[src/rtl/npu_ctrl_pkg.sv]
// Shared encodings for the NPU control sequencer: state codes, control-word bit positions, PISO size.
// Pure declarations; no latency or flow control of its own.
package npu_ctrl_pkg;

  localparam logic [2:0] ST_IDLE    = 3'd0;
  localparam logic [2:0] ST_CLEAR   = 3'd1;
  localparam logic [2:0] ST_WAIT_IN = 3'd2;
  localparam logic [2:0] ST_MAC     = 3'd3;
  localparam logic [2:0] ST_RELU    = 3'd4;
  localparam logic [2:0] ST_PISO_LD = 3'd5;
  localparam logic [2:0] ST_WRITE   = 3'd6;
  localparam logic [2:0] ST_FINISH  = 3'd7;

  typedef enum logic [2:0] {
    S_IDLE    = ST_IDLE,
    S_CLEAR   = ST_CLEAR,
    S_WAIT_IN = ST_WAIT_IN,
    S_MAC     = ST_MAC,
    S_RELU    = ST_RELU,
    S_PISO_LD = ST_PISO_LD,
    S_WRITE   = ST_WRITE,
    S_FINISH  = ST_FINISH
  } state_t;

  // CON_SIG bit positions
  localparam int CS_EN_BUF_IN    = 15;
  localparam int CS_CLR_BUF_IN   = 14;
  localparam int CS_EN_MAC       = 13;
  localparam int CS_RST_MAC      = 12;
  localparam int CS_EN_RELU      = 11;
  localparam int CS_SHIFT_OUT    = 10;
  localparam int CS_EN_PISO_OUT  = 9;
  localparam int CS_CLR_PISO_OUT = 8;
  localparam int CS_WR_EN        = 7;

  // SSFR bit positions
  localparam int SF_SEL_OUT_LSB = 13;
  localparam int SF_BYPASS1     = 12;
  localparam int SF_BYPASS2     = 11;
  localparam int SF_EN_COMP     = 10;
  localparam int SF_RST_COMP    = 9;
  localparam int SF_EN_FIFO     = 8;
  localparam int SF_RST_FIFO    = 7;

  localparam int PISO_BYTES = 4;
  localparam int BYTE_W     = $clog2(PISO_BYTES);

endpackage

[src/rtl/npu_ctrl_word_pack.sv]
// Packs named datapath strobes into the CON_SIG / SSFR words; purely combinational, zero latency.
// No flow control; unused low bits are tied to zero.
module npu_ctrl_word_pack
  import npu_ctrl_pkg::*;
(
  input  logic        i_en_buf_in,
  input  logic        i_clr_buf_in,
  input  logic        i_en_mac,
  input  logic        i_rst_mac,
  input  logic        i_en_relu,
  input  logic        i_shift_out,
  input  logic        i_en_piso_out,
  input  logic        i_clr_piso_out,
  input  logic        i_wr_en,
  input  logic [2:0]  i_sel_out,
  input  logic        i_bypass1,
  input  logic        i_bypass2,
  input  logic        i_en_comp,
  input  logic        i_rst_comp,
  input  logic        i_en_fifo,
  input  logic        i_rst_fifo,
  output logic [15:0] o_con_sig,
  output logic [15:0] o_ssfr
);

  always_comb begin
    o_con_sig                  = '0;
    o_con_sig[CS_EN_BUF_IN]    = i_en_buf_in;
    o_con_sig[CS_CLR_BUF_IN]   = i_clr_buf_in;
    o_con_sig[CS_EN_MAC]       = i_en_mac;
    o_con_sig[CS_RST_MAC]      = i_rst_mac;
    o_con_sig[CS_EN_RELU]      = i_en_relu;
    o_con_sig[CS_SHIFT_OUT]    = i_shift_out;
    o_con_sig[CS_EN_PISO_OUT]  = i_en_piso_out;
    o_con_sig[CS_CLR_PISO_OUT] = i_clr_piso_out;
    o_con_sig[CS_WR_EN]        = i_wr_en;

    o_ssfr                        = '0;
    o_ssfr[SF_SEL_OUT_LSB +: 3]   = i_sel_out;
    o_ssfr[SF_BYPASS1]            = i_bypass1;
    o_ssfr[SF_BYPASS2]            = i_bypass2;
    o_ssfr[SF_EN_COMP]            = i_en_comp;
    o_ssfr[SF_RST_COMP]           = i_rst_comp;
    o_ssfr[SF_EN_FIFO]            = i_en_fifo;
    o_ssfr[SF_RST_FIFO]           = i_rst_fifo;
  end

endmodule

[src/rtl/npu_layer_sequencer.sv]
// One-pass NPU control FSM: clear, NACC input/MAC pairs, ReLU, PISO load, 4 byte writes; 2N+8 cycles unstalled.
// Input beats use IN_VALID/IN_READY; each FIFO_FULL cycle in WRITE holds the shift; ABORT returns to IDLE.
module npu_layer_sequencer
  import npu_ctrl_pkg::*;
#(
  parameter int CNT_W = 8
) (
  input  logic             CLKEXT,
  input  logic             RST_GLO,
  input  logic             START,
  input  logic             ABORT,
  input  logic [CNT_W-1:0] CFG_NACC,
  input  logic             CFG_BYPASS1,
  input  logic             CFG_BYPASS2,
  input  logic             CFG_COMP_EN,
  input  logic             CFG_FIFO_CLR,
  input  logic [2:0]       CFG_SEL_OUT,
  input  logic             IN_VALID,
  output logic             IN_READY,
  input  logic             FIFO_FULL,
  output logic [15:0]      CON_SIG,
  output logic [15:0]      SSFR,
  output logic             BUSY,
  output logic             DONE
);

  localparam logic [CNT_W-1:0]  ACC_ONE   = {{(CNT_W-1){1'b0}}, 1'b1};
  localparam logic [BYTE_W-1:0] BYTE_ONE  = {{(BYTE_W-1){1'b0}}, 1'b1};
  localparam logic [BYTE_W-1:0] BYTE_LAST = BYTE_W'(PISO_BYTES - 1);

  state_t            r_state;
  logic [CNT_W-1:0]  r_acc_cnt;
  logic [BYTE_W-1:0] r_byte_cnt;
  logic [CNT_W-1:0]  r_nacc;
  logic [2:0]        r_sel_out;
  logic              r_bypass1;
  logic              r_bypass2;
  logic              r_comp_en;
  logic              r_fifo_clr;

  logic [CNT_W-1:0]  w_acc_last;
  logic              w_clear;
  logic              w_wait_in;
  logic              w_mac;
  logic              w_relu;
  logic              w_piso_ld;
  logic              w_write_go;

  // NACC of zero behaves as a single beat.
  assign w_acc_last = (r_nacc == '0) ? '0 : (r_nacc - ACC_ONE);

  always_ff @(posedge CLKEXT or posedge RST_GLO) begin
    if (RST_GLO) begin
      r_state    <= S_IDLE;
      r_acc_cnt  <= '0;
      r_byte_cnt <= '0;
      r_nacc     <= '0;
      r_sel_out  <= '0;
      r_bypass1  <= 1'b0;
      r_bypass2  <= 1'b0;
      r_comp_en  <= 1'b0;
      r_fifo_clr <= 1'b0;
    end else if (ABORT) begin
      r_state <= S_IDLE;
    end else begin
      case (r_state)
        S_IDLE: begin
          if (START) begin
            r_nacc     <= CFG_NACC;
            r_sel_out  <= CFG_SEL_OUT;
            r_bypass1  <= CFG_BYPASS1;
            r_bypass2  <= CFG_BYPASS2;
            r_comp_en  <= CFG_COMP_EN;
            r_fifo_clr <= CFG_FIFO_CLR;
            r_state    <= S_CLEAR;
          end
        end
        S_CLEAR: begin
          r_acc_cnt <= '0;
          r_state   <= S_WAIT_IN;
        end
        S_WAIT_IN: begin
          if (IN_VALID) r_state <= S_MAC;
        end
        S_MAC: begin
          r_acc_cnt <= r_acc_cnt + ACC_ONE;
          r_state   <= (r_acc_cnt == w_acc_last) ? S_RELU : S_WAIT_IN;
        end
        S_RELU: r_state <= S_PISO_LD;
        S_PISO_LD: begin
          r_byte_cnt <= '0;
          r_state    <= S_WRITE;
        end
        S_WRITE: begin
          if (!FIFO_FULL) begin
            r_byte_cnt <= r_byte_cnt + BYTE_ONE;
            if (r_byte_cnt == BYTE_LAST) r_state <= S_FINISH;
          end
        end
        S_FINISH: r_state <= S_IDLE;
        default:  r_state <= S_IDLE;
      endcase
    end
  end

  assign w_clear    = (r_state == S_CLEAR);
  assign w_wait_in  = (r_state == S_WAIT_IN);
  assign w_mac      = (r_state == S_MAC);
  assign w_relu     = (r_state == S_RELU);
  assign w_piso_ld  = (r_state == S_PISO_LD);
  assign w_write_go = (r_state == S_WRITE) && !FIFO_FULL;

  assign IN_READY = w_wait_in;
  assign BUSY     = (r_state != S_IDLE);
  assign DONE     = (r_state == S_FINISH);

  npu_ctrl_word_pack u_pack (
    .i_en_buf_in    (w_wait_in && IN_VALID),
    .i_clr_buf_in   (w_clear),
    .i_en_mac       (w_mac),
    .i_rst_mac      (w_clear),
    .i_en_relu      (w_relu),
    .i_shift_out    (w_write_go),
    .i_en_piso_out  (w_piso_ld),
    .i_clr_piso_out (w_clear),
    .i_wr_en        (w_write_go),
    .i_sel_out      (r_sel_out),
    .i_bypass1      (r_bypass1),
    .i_bypass2      (r_bypass2),
    .i_en_comp      (w_relu && r_comp_en),
    .i_rst_comp     (w_clear),
    .i_en_fifo      (1'b1),
    .i_rst_fifo     (w_clear && r_fifo_clr),
    .o_con_sig      (CON_SIG),
    .o_ssfr         (SSFR)
  );

endmodule

[config.mk]
export PLATFORM = sky130hd
export DESIGN_NAME = npu_layer_sequencer
export DESIGN_NICKNAME = d
export VERILOG_FILES = /design/src/rtl/npu_ctrl_pkg.sv /design/src/rtl/npu_ctrl_word_pack.sv /design/src/rtl/npu_layer_sequencer.sv
export SDC_FILE = /design/constraint.sdc
export NUM_CORES = 1
export LEC_CHECK = 0
export ABC_AREA = 1
export BUFFER_PORTS_ARGS = -buffer_cell sky130_fd_sc_hd__buf_2
export CAP_MARGIN = 20
export CORE_UTILIZATION = 56
export CTS_CLUSTER_DIAMETER = 50
export DETAILED_ROUTE_END_ITERATION = 12
export GPL_TIMING_DRIVEN = 0
export MAX_ROUTING_LAYER = met4
export PLACE_DENSITY = 0.85
export SYNTH_ARGS = -nofsm -noshare
export SYNTH_HDL_FRONTEND = slang
export SYNTH_SLANG_ARGS = --single-unit
[constraint.sdc]
create_clock -name CLKEXT -period 3.55 [get_ports CLKEXT]
set_clock_uncertainty 0.05 [all_clocks]
set_input_delay 0.5325 -clock CLKEXT [delete_from_list [all_inputs] [get_ports CLKEXT]]
set_output_delay 0.5325 -clock CLKEXT [all_outputs]
set_load 0.05 [all_outputs]
Word level (Yosys, flattened, before mapping)

Cells that the tools add are included.

Bits in registers: 28
Latch bits: 0
RAM bits: 0
Bits in read-only memories: 0
Output and inout port bits: 35
Memories: 0

Add/sub/neg operators: 3
Multiply operators: 0
Divide/modulo/power cells: 0
Order comparisons: 0
Equality and inequality tests: 14
Shift operators: 0
Multiplexer cells: 11
Bitwise gates (word level): 1
Reductions and logical operators: 14

Operator list:

| kind                                                | count |
|---|---|
| case mux 3 bit (8 select lines)                     | 1 |
| 2-to-1 mux 3 bit                                    | 6 |
| case mux 8 bit (2 select lines)                     | 1 |
| equality test 3 bit, second input constant          | 4 |
| != test 3 bit, second input constant                | 4 |
| adder 8 x 1 -> 8 bit, second input constant         | 1 |
| equality test 8 bit                                 | 1 |
| logical NOT 8 bit                                   | 1 |
| 2-to-1 mux 8 bit                                    | 1 |
| subtractor 8 x 1 -> 8 bit, second input constant    | 1 |
| equality test 3 x 2 -> 1 bit, second input constant | 2 |
| AND reduction 3 bit                                 | 2 |
| logical AND 1 bit                                   | 4 |
| case mux 2 bit (2 select lines)                     | 1 |
| AND reduction 4 bit                                 | 1 |
| nonzero test 2 bit                                  | 2 |
| equality test 3 x 1 -> 1 bit, second input constant | 1 |
| logical NOT 3 bit                                   | 1 |
| nonzero test 3 bit                                  | 1 |
| adder 2 x 1 -> 2 bit, second input constant         | 1 |
| equality test 2 bit, second input constant          | 1 |
| 2-to-1 mux 2 bit                                    | 1 |
| != test 2 bit, second input constant                | 1 |
| AND reduction 2 bit                                 | 1 |
| 2 further kinds                                     | 2 |

Logic depth before layout (Yosys ltp)

Word-level depth: 6
Gate-level depth with buffers: 15
Gate-level depth less buffers: 15

Modules after synthesis

From an unflattened synthesis, not the netlist that was laid out.

Cells, all modules: 253
Area total of the unflattened synthesis: 1936.9 um^2

Modules (own cells, without submodules):

| module              | times used | cells each | area each (um^2) |
|---|---|---|---|
| npu_layer_sequencer | 1          | 220        | 1692.9 |
| npu_ctrl_word_pack  | 1          | 33         | 244.0 |

Least setup slack after synthesis

No wires, ideal clock.

Kind: register to output
Start: register r_state[1]
End: output DONE
Arrival time: 1224 ps
Required time: 2967 ps
Slack: 1744 ps
Stages on the path, launching flop included: 4
Buffers on the path: 1
Cell sequence: dfrtp_1 buf_2 nand2_1 nor2_1

Cells in the longest elaborated chain, start to end: 1

RTL lines:

| element                  | line                       | RTL |
|---|---|---|
| start: declaration       | npu_layer_sequencer.sv:31  | `state_t r_state;` |
| start signal: assignment | npu_layer_sequencer.sv:87  | `r_state <= (r_acc_cnt == w_acc_last) ? S_RELU : S_WAIT_IN;` |
| equality test 3 bit      | npu_layer_sequencer.sv:115 | `assign DONE = (r_state == S_FINISH);` |
| end: declaration         | npu_layer_sequencer.sv:24  | `output logic DONE` |

No other way between the ends.

Final worst setup path

Start: register r_state[0]
End: output SSFR[7]

Cells in the longest elaborated chain, start to end: 2

RTL lines:

| element                       | line                       | RTL |
|---|---|---|
| equality test 3 x 1 -> 1 bit  | npu_layer_sequencer.sv:106 | `assign w_clear = (r_state == S_CLEAR);` |
| named net u_pack.i_clr_buf_in | npu_ctrl_word_pack.sv:7    | `input logic i_clr_buf_in,` |
| logical AND 1 bit             | npu_layer_sequencer.sv:133 | `.i_rst_fifo (w_clear && r_fifo_clr),` |
| end: declaration              | npu_layer_sequencer.sv:22  | `output logic [15:0] SSFR,` |

The timed path passes the listed nets, and every way through them passes these cells.

==> out/qor.csv <==
stage;metric;value;unit
sta;tns;0;ps
final_layout;synthToLayoutAreaGrowth;20.6;%
final_layout;nets;334;
detailed_routing;vias;1717;
final_layout;drive_gt1_frac;0.346;
detailed_routing;vias_per_cell;4.86;
sta;hold_viol_final;0;
setup_path;path_class;reg -> out;
sta;period_share;0.698;
logic_synthesis;syn_inst;250;
clock_network;clkLatencyLatePin;340;ps
hold_path;hp-class;in -> reg;
floorplanning;die_h;60.5;um
setup_path;end_kind;primary output;
sta;maxSlewHeadroom;0.652;
job;cap_violations;0;
setup_path;worstRegToRegCells;15;
setup_path;required;2970;ps
sta;fmax;0.404;GHz
placement;place_ws;1500;ps
logic_synthesis;ys_ff_latch;28;
clock_network;cts_made_buffers;3;
detailed_routing;wl;3970;um
clock_network;ctsResizeCount;0;
logic_synthesis;syn_avg_cell_area;7.66;um^2
placement;dp_hpwl;2980;um
clock_network;cts.htree.levels;1;
detailed_routing;wl_per_cell;11.2;um
power_and_ir_drop;power;1130;uW
final_layout;antenna_cells;0;
setup_path;critPathCapture;SSFR[7];
setup_path;r2r_start;r_nacc[0];
sta;finalMaxSlewViolations;0;
clock_network;tritoncts;done;
detailed_routing;route.detailed.drc;0;
sta;rsz0062_at_grt;false;
sta;hold_ws;351;ps
clock_network;clk_pin_slew;150;ps
floorplanning;die_area;3660;um^2
setup_path;startpoint;r_state[0];
clock_network;clockRootBuffer;clkbuf_4;
final_layout;nFillCells;272;
sta;worstMarginPinSlew;518;ps
sta;worst_slack;1070;ps
global_route;overflow;0;
floorplanning;boundaryPins;56;
setup_path;start_kind;register;
floorplanning;core;3150;um^2
status;status;completed;
global_route;antenna_found_initial;0;
power_and_ir_drop;p_leak;0.00125;uW
logic_synthesis;yosysWarningCount;0;
clock_network;clk_path_buf_depth;2;
final_layout;layout_common_cells;buf_2 (43), nand2_1 (41), buf_4 (29), dfrtp_1 (28), nor2_1 (26);
sta;period_minus_slack;2480;ps
logic_synthesis;yosysUniqueCellTypes;33;
global_route;track_usage;0.223;
setup_path;rrSetupSlack;1480;ps
detailed_routing;dr.pass1.iters;4;
power_and_ir_drop;powerDensity;489;nW/um^2
sta;setup_viol;0;
global_route;grt_pass1_vias;1499;
setup_path;worstPathMaxFanout;6;
logic_synthesis;ys_seq_area_frac;0.366;
final_layout;finish.utilization;0.732;
setup_path;reg2reg_to;r_state[1];
power_and_ir_drop;ir_drop;0.371;mV
detailed_routing;ant_nets;0;
floorplanning;initial_core_util;0.607;
clock_network;cts.sinks;28;
logic_synthesis;syn_area;1910;um^2
placement;gp_congestion;0.922;
setup_path;critPathArrivalTime;1890;ps
floorplanning;dieWidth;60.5;um
global_route;grt_max_degree;29;
detailed_routing;drt-initial-drc-count;68;
placement;port_buffers;40;
global_route;grt_pass1_wl;6080;um
floorplanning;rows;20;
final_layout;final_common_cell;buf_2;
## report_power, final
part	switching, uW	internal (uW)
Sequential	46.6	376
Clock	98.8	114
Combinational	331	160
Total	477	651
## synth_stat cells, drive strengths merged
cell    instances  area [um^2]
o21ai          10         50.0
or2             1         6.26
a21oi          15         75.1
nor2           34          153
conb            2         7.51
nor4            2         12.5
nand3          15         80.1
xor2            1         8.76
nand4           6         43.8
and2            1         6.26
nand2          46          190
dfrtp          28          701
nor3b           1         7.51
and3            1         6.26
o221ai          1         8.76
mux2            7         78.8
nor3           11         76.3
o22ai           2         12.5
ha              3         37.5
buf            32          233
inv            30          113
o211ai          1         7.51
## cell families after synthesis
family,after synthesis,synth area share
simple gates,118,0.304
buf+inv,62,0.180
compound gates,29,0.0804
flops,28,0.366
mux,7,0.0412
fa+ha+maj,3,0.0196
other cells,2,0.00392
xor+xnor,1,0.00458
## flip-flops by register name, summed over array words and instances, names as in the netlist
register	count
r_acc_cnt	8
r_bypass1	1
r_bypass2	1
r_byte_cnt	2
r_comp_en	1
r_fifo_clr	1
r_nacc	8
r_sel_out	3
r_state	3
## worst min-delay path by stage
stage	from	to	slack, ps	cells after the start
floorplan	r_byte_cnt[1]	r_byte_cnt[1]	410	2
global placement	r_byte_cnt[1]	r_byte_cnt[1]	430	2
detailed placement	r_sel_out[1]	r_sel_out[1]	440	1
CTS	ABORT	r_state[2]	340	2
global route	CFG_FIFO_CLR	r_fifo_clr	330	2
finish	ABORT	r_state[2]	350	2
## timing repair
action / in CTS / in global routing
setup buffers: 0 / 0
hold buffers: 0 / 1
endpoints found under the hold margin: 0 / 3
## worst max-delay path, cell delays in order (launching register included)
cell and delay [ps]:
dfrtp_1 490, inv_2 110, nor3_1 420, and2_1 200, buf_4 90, buf_2 240
## stage by stage
stage                     area (um^2)  std cells
after global routing             2310        353
final                            2310        353
after CTS                        2270        351
after global placement           2220        347
after detailed placement         2220        347
after floorplan                  1960        263
## layout make-up
type,instances,area [um^2],area share
Buffer,32,233,0.101
Clock buffer,3,22.5,0.00976
Clock inverter,1,30.0,0.0130
Inverter,30,113,0.0488
Multi-Input combinational cell,173,917,0.397
Sequential cell,28,701,0.304
Tap cell,44,55.1,0.0238
Timing Repair Buffer,42,238,0.103
## layer usage
| layer | routed length [um] | vias up | GRT usage | share of wire |
|---|---|---|---|---|
| met5 | 0 | - | - | 0 |
| met3 | 153 | 6 | 0.0299 | 0.039 |
| met2 | 1960 | 47 | 0.349 | 0.49 |
| met1 | 1810 | 776 | 0.293 | 0.46 |
| li1 | - | 888 | - | - |
| met4 | 51 | 0 | 0.0942 | 0.013 |
Note: power is estimated with default switching activity, not from simulation.
